`src/rtl/fft_peak_detector.sv`:
```
// fft_peak_detector: sits on the FFT output stream, squares the magnitude of
// every bin, tracks the strongest bin inside [MIN_BIN, MAX_BIN] and reports
// the winner once per frame, together with threshold and framing flags.
module fft_peak_detector #(
    parameter int          FFT_LEN    = 1024,
    parameter int          MIN_BIN    = 1,
    parameter int          MAX_BIN    = 511,
    parameter logic [32:0] MAG_THRESH = 33'd4096
) (
    input  logic                       clk_in,
    input  logic                       rst_in,
    input  logic [31:0]                fft_data_in,
    input  logic                       fft_valid_in,
    input  logic                       fft_last_in,
    output logic                       fft_ready_out,
    output logic [$clog2(FFT_LEN)-1:0] peak_bin_out,
    output logic [32:0]                peak_mag_out,
    output logic                       peak_valid_out,
    output logic                       above_thresh_out,
    output logic                       frame_err_out
);

    localparam int BW = $clog2(FFT_LEN);
    localparam logic [BW-1:0] LAST_TAG = BW'(FFT_LEN - 1);
    localparam logic [BW-1:0] MIN_TAG  = BW'(MIN_BIN);
    localparam logic [BW-1:0] MAX_TAG  = BW'(MAX_BIN);

    typedef enum logic [1:0] {
        COLLECT = 2'd0,
        DRAIN   = 2'd1,
        REPORT  = 2'd2
    } state_t;

    state_t state_q, state_d;

    // Input side
    logic          accept;
    logic          tag_is_last;
    logic          eof;
    logic          err_set;
    logic [BW-1:0] bin_cnt_q, bin_cnt_d;
    logic          err_q, err_d;

    // Magnitude pipeline; vld_pipe_q[0] qualifies S1, vld_pipe_q[1] qualifies S2
    logic [1:0]        vld_pipe_q;
    logic signed [15:0] re_s, im_s;
    logic signed [31:0] re_sq, im_sq;
    logic [31:0]       s1_re2_q, s1_im2_q;
    logic [BW-1:0]     s1_tag_q, s2_tag_q;
    logic              s1_eof_q, s2_eof_q;
    logic [32:0]       s2_sum_q;

    // Running maximum
    logic              in_win;
    logic              upd;
    logic [32:0]       cmp_mag;
    logic [BW-1:0]     cmp_bin;
    logic [32:0]       max_mag_q, max_mag_d;
    logic [BW-1:0]     max_bin_q, max_bin_d;
    logic              drain_done;

    // Held report
    logic [BW-1:0]     rpt_bin_q, rpt_bin_d;
    logic [32:0]       rpt_mag_q, rpt_mag_d;
    logic              rpt_th_q, rpt_th_d;
    logic              rpt_err_q, rpt_err_d;
    logic              rpt_vld_q, rpt_vld_d;

    // ------------------------------------------------------------------
    // Beat acceptance and frame boundary detection
    // ------------------------------------------------------------------
    assign accept      = fft_valid_in && fft_ready_out;
    assign tag_is_last = (bin_cnt_q == LAST_TAG);
    // Frame closes on tlast or on the final bin, whichever arrives first.
    assign eof         = accept && (fft_last_in || tag_is_last);
    // A mismatch between tlast and the final bin position is a framing error.
    assign err_set     = accept && (fft_last_in != tag_is_last);

    // FSM next state and stream handshake
    always_comb begin
        state_d       = state_q;
        fft_ready_out = 1'b0;
        unique case (state_q)
            COLLECT: begin
                fft_ready_out = 1'b1;
                if (fft_valid_in && (fft_last_in || tag_is_last))
                    state_d = DRAIN;
            end
            DRAIN: begin
                if (drain_done)
                    state_d = REPORT;
            end
            REPORT: begin
                state_d = COLLECT;
            end
            default: state_d = COLLECT;
        endcase
    end

    // FSM state register
    always_ff @(posedge clk_in) begin
        if (!rst_in) state_q <= COLLECT;
        else         state_q <= state_d;
    end

    // Bin counter and framing error latch next-state
    always_comb begin
        bin_cnt_d = bin_cnt_q;
        err_d     = err_q | err_set;
        if (state_q == REPORT) begin
            bin_cnt_d = '0;
            err_d     = 1'b0;
        end else if (accept) begin
            bin_cnt_d = eof ? '0 : bin_cnt_q + BW'(1);
        end
    end

    // Bin counter and framing error latch registers
    always_ff @(posedge clk_in) begin
        if (!rst_in) begin
            bin_cnt_q <= '0;
            err_q     <= 1'b0;
        end else begin
            bin_cnt_q <= bin_cnt_d;
            err_q     <= err_d;
        end
    end

    // ------------------------------------------------------------------
    // Squared magnitude: signed 16x16 squares are never negative and the
    // worst case (-32768)^2 = 2^30 fits an unsigned 32-bit product.
    // ------------------------------------------------------------------
    assign re_s  = fft_data_in[31:16];
    assign im_s  = fft_data_in[15:0];
    assign re_sq = re_s * re_s;
    assign im_sq = im_s * im_s;

    // Pipeline valid shift register
    always_ff @(posedge clk_in) begin
        if (!rst_in) vld_pipe_q <= '0;
        else         vld_pipe_q <= {vld_pipe_q[0], accept};
    end

    // Pipeline datapath; contents are only meaningful alongside vld_pipe_q
    always_ff @(posedge clk_in) begin
        s1_re2_q <= unsigned'(re_sq);
        s1_im2_q <= unsigned'(im_sq);
        s1_tag_q <= bin_cnt_q;
        s1_eof_q <= eof;
        s2_sum_q <= {1'b0, s1_re2_q} + {1'b0, s1_im2_q};
        s2_tag_q <= s1_tag_q;
        s2_eof_q <= s1_eof_q;
    end

    // ------------------------------------------------------------------
    // Compare stage: strict greater-than so ties keep the earlier bin.
    // ------------------------------------------------------------------
    assign in_win  = (s2_tag_q >= MIN_TAG) && (s2_tag_q <= MAX_TAG);
    assign upd     = vld_pipe_q[1] && in_win && (s2_sum_q > max_mag_q);
    assign cmp_mag = upd ? s2_sum_q : max_mag_q;
    assign cmp_bin = upd ? s2_tag_q : max_bin_q;
    // The end-of-frame beat reaches the compare stage exactly two cycles
    // after acceptance, which ends the drain window.
    assign drain_done = (state_q == DRAIN) && vld_pipe_q[1] && s2_eof_q;

    // Running max next-state, cleared once the report has been issued
    always_comb begin
        max_mag_d = cmp_mag;
        max_bin_d = cmp_bin;
        if (state_q == REPORT) begin
            max_mag_d = '0;
            max_bin_d = '0;
        end
    end

    // Running max registers
    always_ff @(posedge clk_in) begin
        if (!rst_in) begin
            max_mag_q <= '0;
            max_bin_q <= '0;
        end else begin
            max_mag_q <= max_mag_d;
            max_bin_q <= max_bin_d;
        end
    end

    // Report capture: loaded from the final compare result so the outputs
    // are valid during the REPORT cycle, then held until the next frame.
    always_comb begin
        rpt_bin_d = rpt_bin_q;
        rpt_mag_d = rpt_mag_q;
        rpt_th_d  = rpt_th_q;
        rpt_err_d = rpt_err_q;
        rpt_vld_d = 1'b0;
        if (drain_done) begin
            rpt_bin_d = cmp_bin;
            rpt_mag_d = cmp_mag;
            rpt_th_d  = (cmp_mag >= MAG_THRESH);
            rpt_err_d = err_q;
            rpt_vld_d = 1'b1;
        end
    end

    // Report registers
    always_ff @(posedge clk_in) begin
        if (!rst_in) begin
            rpt_bin_q <= '0;
            rpt_mag_q <= '0;
            rpt_th_q  <= 1'b0;
            rpt_err_q <= 1'b0;
            rpt_vld_q <= 1'b0;
        end else begin
            rpt_bin_q <= rpt_bin_d;
            rpt_mag_q <= rpt_mag_d;
            rpt_th_q  <= rpt_th_d;
            rpt_err_q <= rpt_err_d;
            rpt_vld_q <= rpt_vld_d;
        end
    end

    assign peak_bin_out     = rpt_bin_q;
    assign peak_mag_out     = rpt_mag_q;
    assign above_thresh_out = rpt_th_q;
    assign frame_err_out    = rpt_err_q;
    assign peak_valid_out   = rpt_vld_q;

endmodule

```
`config.mk`:
```
export PLATFORM = sky130hd
export DESIGN_NAME = fft_peak_detector
export DESIGN_NICKNAME = d
export VERILOG_FILES = /design/src/rtl/fft_peak_detector.sv
export SDC_FILE = /design/constraint.sdc
export NUM_CORES = 2
export LEC_CHECK = 0
export BUFFER_PORTS_ARGS = -buffer_cell sky130_fd_sc_hd__buf_2
export CORE_MARGIN = 5
export CORE_UTILIZATION = 62
export DETAILED_ROUTE_END_ITERATION = 10
export PLACE_DENSITY = 0.81
export SYNTH_ARGS = -nofsm -noshare
export SYNTH_HDL_FRONTEND = slang
export SYNTH_SLANG_ARGS = --single-unit
```
`constraint.sdc`:
```
create_clock -name clk_in -period 13.55 [get_ports clk_in]
set_input_delay 0 -clock clk_in [delete_from_list [all_inputs] [get_ports clk_in]]
set_output_delay 0 -clock clk_in [all_outputs]
set_load 0.03 [all_outputs]
```
==> flow_summary.rst <==
.. list-table::
   :header-rows: 1

   * - Metric
     - Value
   * - Ys flop type
     - dfxtp_1
   * - # H-tree levels
     - 1
   * - Yosys synthesis warning count
     - 0
   * - Share of the cycle needed by the critical path after routing
     - 0.438
   * - Post-synth ARST share
     - 0
   * - Placeable core region
     - around 0.042 mm2
   * - Via count of the first global-routing pass
     - a little over 20000
   * - Cell with the most instances after synthesis
     - inv_1
   * - Number of hold buffers added after CTS
     - 4
   * - TritonCTS clock tree
     - done
   * - Remaining number of nets flagged by the antenna check after routing
     - 0
   * - Arrival time of the worst setup path
     - ~6.4 ns
   * - Non-Filler Instances
     - between 3000 and 4000
   * - Via count
     - 19100
   * - Detailed-route vias per instance
     - between 5 and 6
   * - Yosys cell types
     - 68
   * - # setup viols final
     - 0
   * - EDFF count, synth
     - 0
   * - Sort of element at the end of the critical path
     - register
   * - Number of design rule violations left after detail routing
     - 0
   * - Final hold violations
     - 0
   * - Share of final-layout standard cells stronger than drive strength 1
     - 0.0582
   * - Number of max-cap violations
     - 0
   * - Flops & latches, synth
     - roughly 220
   * - Crit path from
     - fft_data_in[15]
   * - Reg-to-reg critical path startpoint
     - s2_sum_q[29]
   * - Reg-to-reg setup timing slack
     - 10.18 ns
   * - Detailed-route wire length
     - around 56000 um
   * - CTS Sinks
     - approximately 220
   * - Highest fanout seen on the critical path
     - 18
   * - CTS Buf Count
     - 23
   * - Post-layout util
     - 0.664
   * - Chip width
     - between 200 and 250 um
   * - Residual overflow from global routing
     - 0
   * - Net count after synthesis
     - approximately 3600
   * - Die height
     - approximately 220 um
   * - Mux cell area share after synthesis
     - 0.00152
   * - Slew Limit Fails
     - 0
   * - Number of cells in the design after placement
     - roughly 3300
   * - Gr usage total
     - 0.248
   * - Most instantiated cells after synthesis
     - 683 x inv_1, 467 x fa_1, 248 x ha_1
   * - Wire length of the first global-routing pass
     - 96800 um
   * - Capture point of the critical path
     - s1_im2_q[31]
   * - Adder-cell share of the synthesized area
     - 0.474
   * - Main combinational cell family by area after synthesis
     - adder cells
   * - Port Buf Inserts
     - 82
   * - Master cell of the clock root buffer
     - clkbuf_16
   * - Average wire per cell in the routed design
     - 16.6 um
   * - Worst-case headroom to the max-slew limit
     - 0.352
   * - Drt initial violations
     - 1355
   * - Sum of net half-perimeters after detailed placement
     - approximately 46000 um
   * - Register area share after synthesis
     - 0.168
   * - Mapped Cells
     - 2811
   * - Data required time at the worst endpoint
     - 13.98 ns
   * - Type of the worst min-delay path
     - in -> reg
   * - Antenna cell count
     - 0
   * - Area fraction of the dominant cell type after synthesis
     - 0.356
   * - Number of core rows
     - 75
   * - Clk buf depth
     - 3
   * - Setup TNS
     - 0 ns
   * - Cell type with the highest aggregate area in the netlist
     - fa_1
   * - XOR/XNOR Fraction of Synth Area
     - 0.0373
   * - Simple-gate share of the synthesized area
     - 0.105
   * - Maximum clock rate
     - between 150 and 200 MHz
   * - Latest clock arrival within the worst-skew pair
     - 0.53 ns
   * - Cell area after synthesis
     - 0.0263 mm2
   * - Maximum number of pins on one net before global-route repair
     - just under 90
   * - Drt first pass iters
     - 5
   * - Shortest clock period the worst path allows after layout
     - between 5 and 6 ns
   * - Setup repair after global routing missed its margin
     - no
   * - Complex-gate fraction of the synthesized area
     - 0.103
   * - Area after detailed placement
     - ~0.027 mm2
   * - Clock-pin transition on the worst setup and hold timing paths
     - about 0.06 ns
   * - Worst setup path category
     - in -> reg
   * - Initial Utilization
     - 0.626
   * - CTS-repair resized insts
     - 0
   * - Area growth, synth to finish
     - 5.99%
   * - Mean instance size in the synthesized netlist
     - ~9.3 um2
   * - Top-level port count
     - 83
   * - Reg2reg end
     - peak_mag_out[18]
   * - Antenna violations before repair
     - 0
   * - Startpoint class of the critical path
     - input pin
   * - Result of the run
     - complete, no violations
   * - Buffers inserted by post-CTS timing repair
     - 0
   * - Area of the die
     - 0.0466 mm2
   * - Layout Cell Area excl Fill
     - approximately 0.028 mm2
   * - Final setup skew
     - approximately 0.027 ns
   * - Synth area leaders
     - fa_1 36%, dfxtp_1 17%, ha_1 12%, inv_1 9.8%, xnor2_1 2.8%
   * - Logic depth of the worst register-to-register path
     - 9
   * - Weighted congestion at the end of routability-driven global placement
     - ~0.9
   * - Worst-margin pin slew
     - 0.972 ns
   * - Net count reported at finish
     - ~3600
==> cell usage in the layout, fill, tap and decap left out, drive strengths merged, types with 5 or more instances in the layout <==
master    n
o21a     18
nand2b   15
o211ai    5
xor2     28
a211oi   16
nand4    16
dfxtp   221
and3     20
nand2   180
xnor2    84
a31oi    48
a31o      9
and2     88
ha      248
nor4     10
nor3     21
o21bai   10
nor2b    15
clkinv    6
nand3    61
or3       9
o21ai   118
buf      87
a21oi   105
inv     687
nor2    109
clkbuf   29
a21o     49
fa      467
or2      11
==> routing by layer <==
metal  vias up  GRT usage  routed length [um]
met4         0     0.0632                1490
met5         -          0                   0
met2       507      0.454               29600
li1       8823          -                   -
met3       104     0.0242                2700
met1      9621      0.317               22600
==> layout make-up <==
| type | count | area [um2] |
|---|---|---|
| clock buffer | 29 | 628 |
| tap | 539 | 674 |
| clock inverter | 11 | 114 |
| timing repair buffer | 91 | 488 |
| inverter | 683 | 2560 |
| sequential | 221 | 4420 |
| multi-input combinational | 1818 | 18900 |
| fill | 3258 | 14100 |
==> cells by family (layout without fill, tap and decap cells) <==
family,after synthesis,in the layout
AO/OA/AOI/OAI,421,421
XOR/XNOR,112,112
adder cells (fa/ha/maj),715,715
buffers and inverters,772,814
flip-flops,221,221
multiplexers,4,4
AND/OR/NAND/NOR,566,566
==> worst min-delay path by stage <==
stage / from / end / slack, ns / cells past startpoint
floorplan: fft_data_in[0] / s1_im2_q[0] / 0.03 / 0
global placement: fft_valid_in / vld_pipe_q[0] / 0.26 / 2
detailed placement: fft_valid_in / vld_pipe_q[0] / 0.26 / 2
CTS: fft_data_in[17] / s1_re2_q[2] / 0.0002 / 2
global route: fft_data_in[17] / s1_re2_q[2] / 0.02 / 2
finish: fft_data_in[17] / s1_re2_q[2] / 0.02 / 2
==> critical path: stages <==
cell and delay [ns]:
buf_2 0.30, inv_1 0.36, nor2_1 0.31, fa_1 0.61, fa_1 0.92, fa_1 0.53
fa_1 0.50, fa_1 0.49, inv_1 0.05, fa_1 0.47, inv_1 0.04, ha_1 0.35
a21o_1 0.18, a21o_1 0.16, a21oi_1 0.17, nor2_1 0.07, a21oi_1 0.18, o311ai_1 0.17
a2111o_1 0.40, o211ai_1 0.09
==> sequential cells by signal, indices dropped and copies added, names as in the netlist, 2 cells and up <==
register and count:
s2_tag_q 10, vld_pipe_q 2, peak_mag_out 33, s1_tag_q 10
s1_im2_q 31, state_q 2, max_bin_q 10, peak_bin_out 10
bin_cnt_q 10, s1_re2_q 31, max_mag_q 33, s2_sum_q 33
==> metrics by stage <==
step                      worst slack [ns]  hold WS [ns]
after floorplan                       7.73        0.0277
after global placement                7.35         0.262
after detailed placement              7.11         0.263
after CTS                             7.62      0.000182
after global routing                  7.26        0.0229
final                                 7.62        0.0160
Power is not shown: default switching activity piles up to over one toggle a cycle in this logic, so the estimate is an artifact.
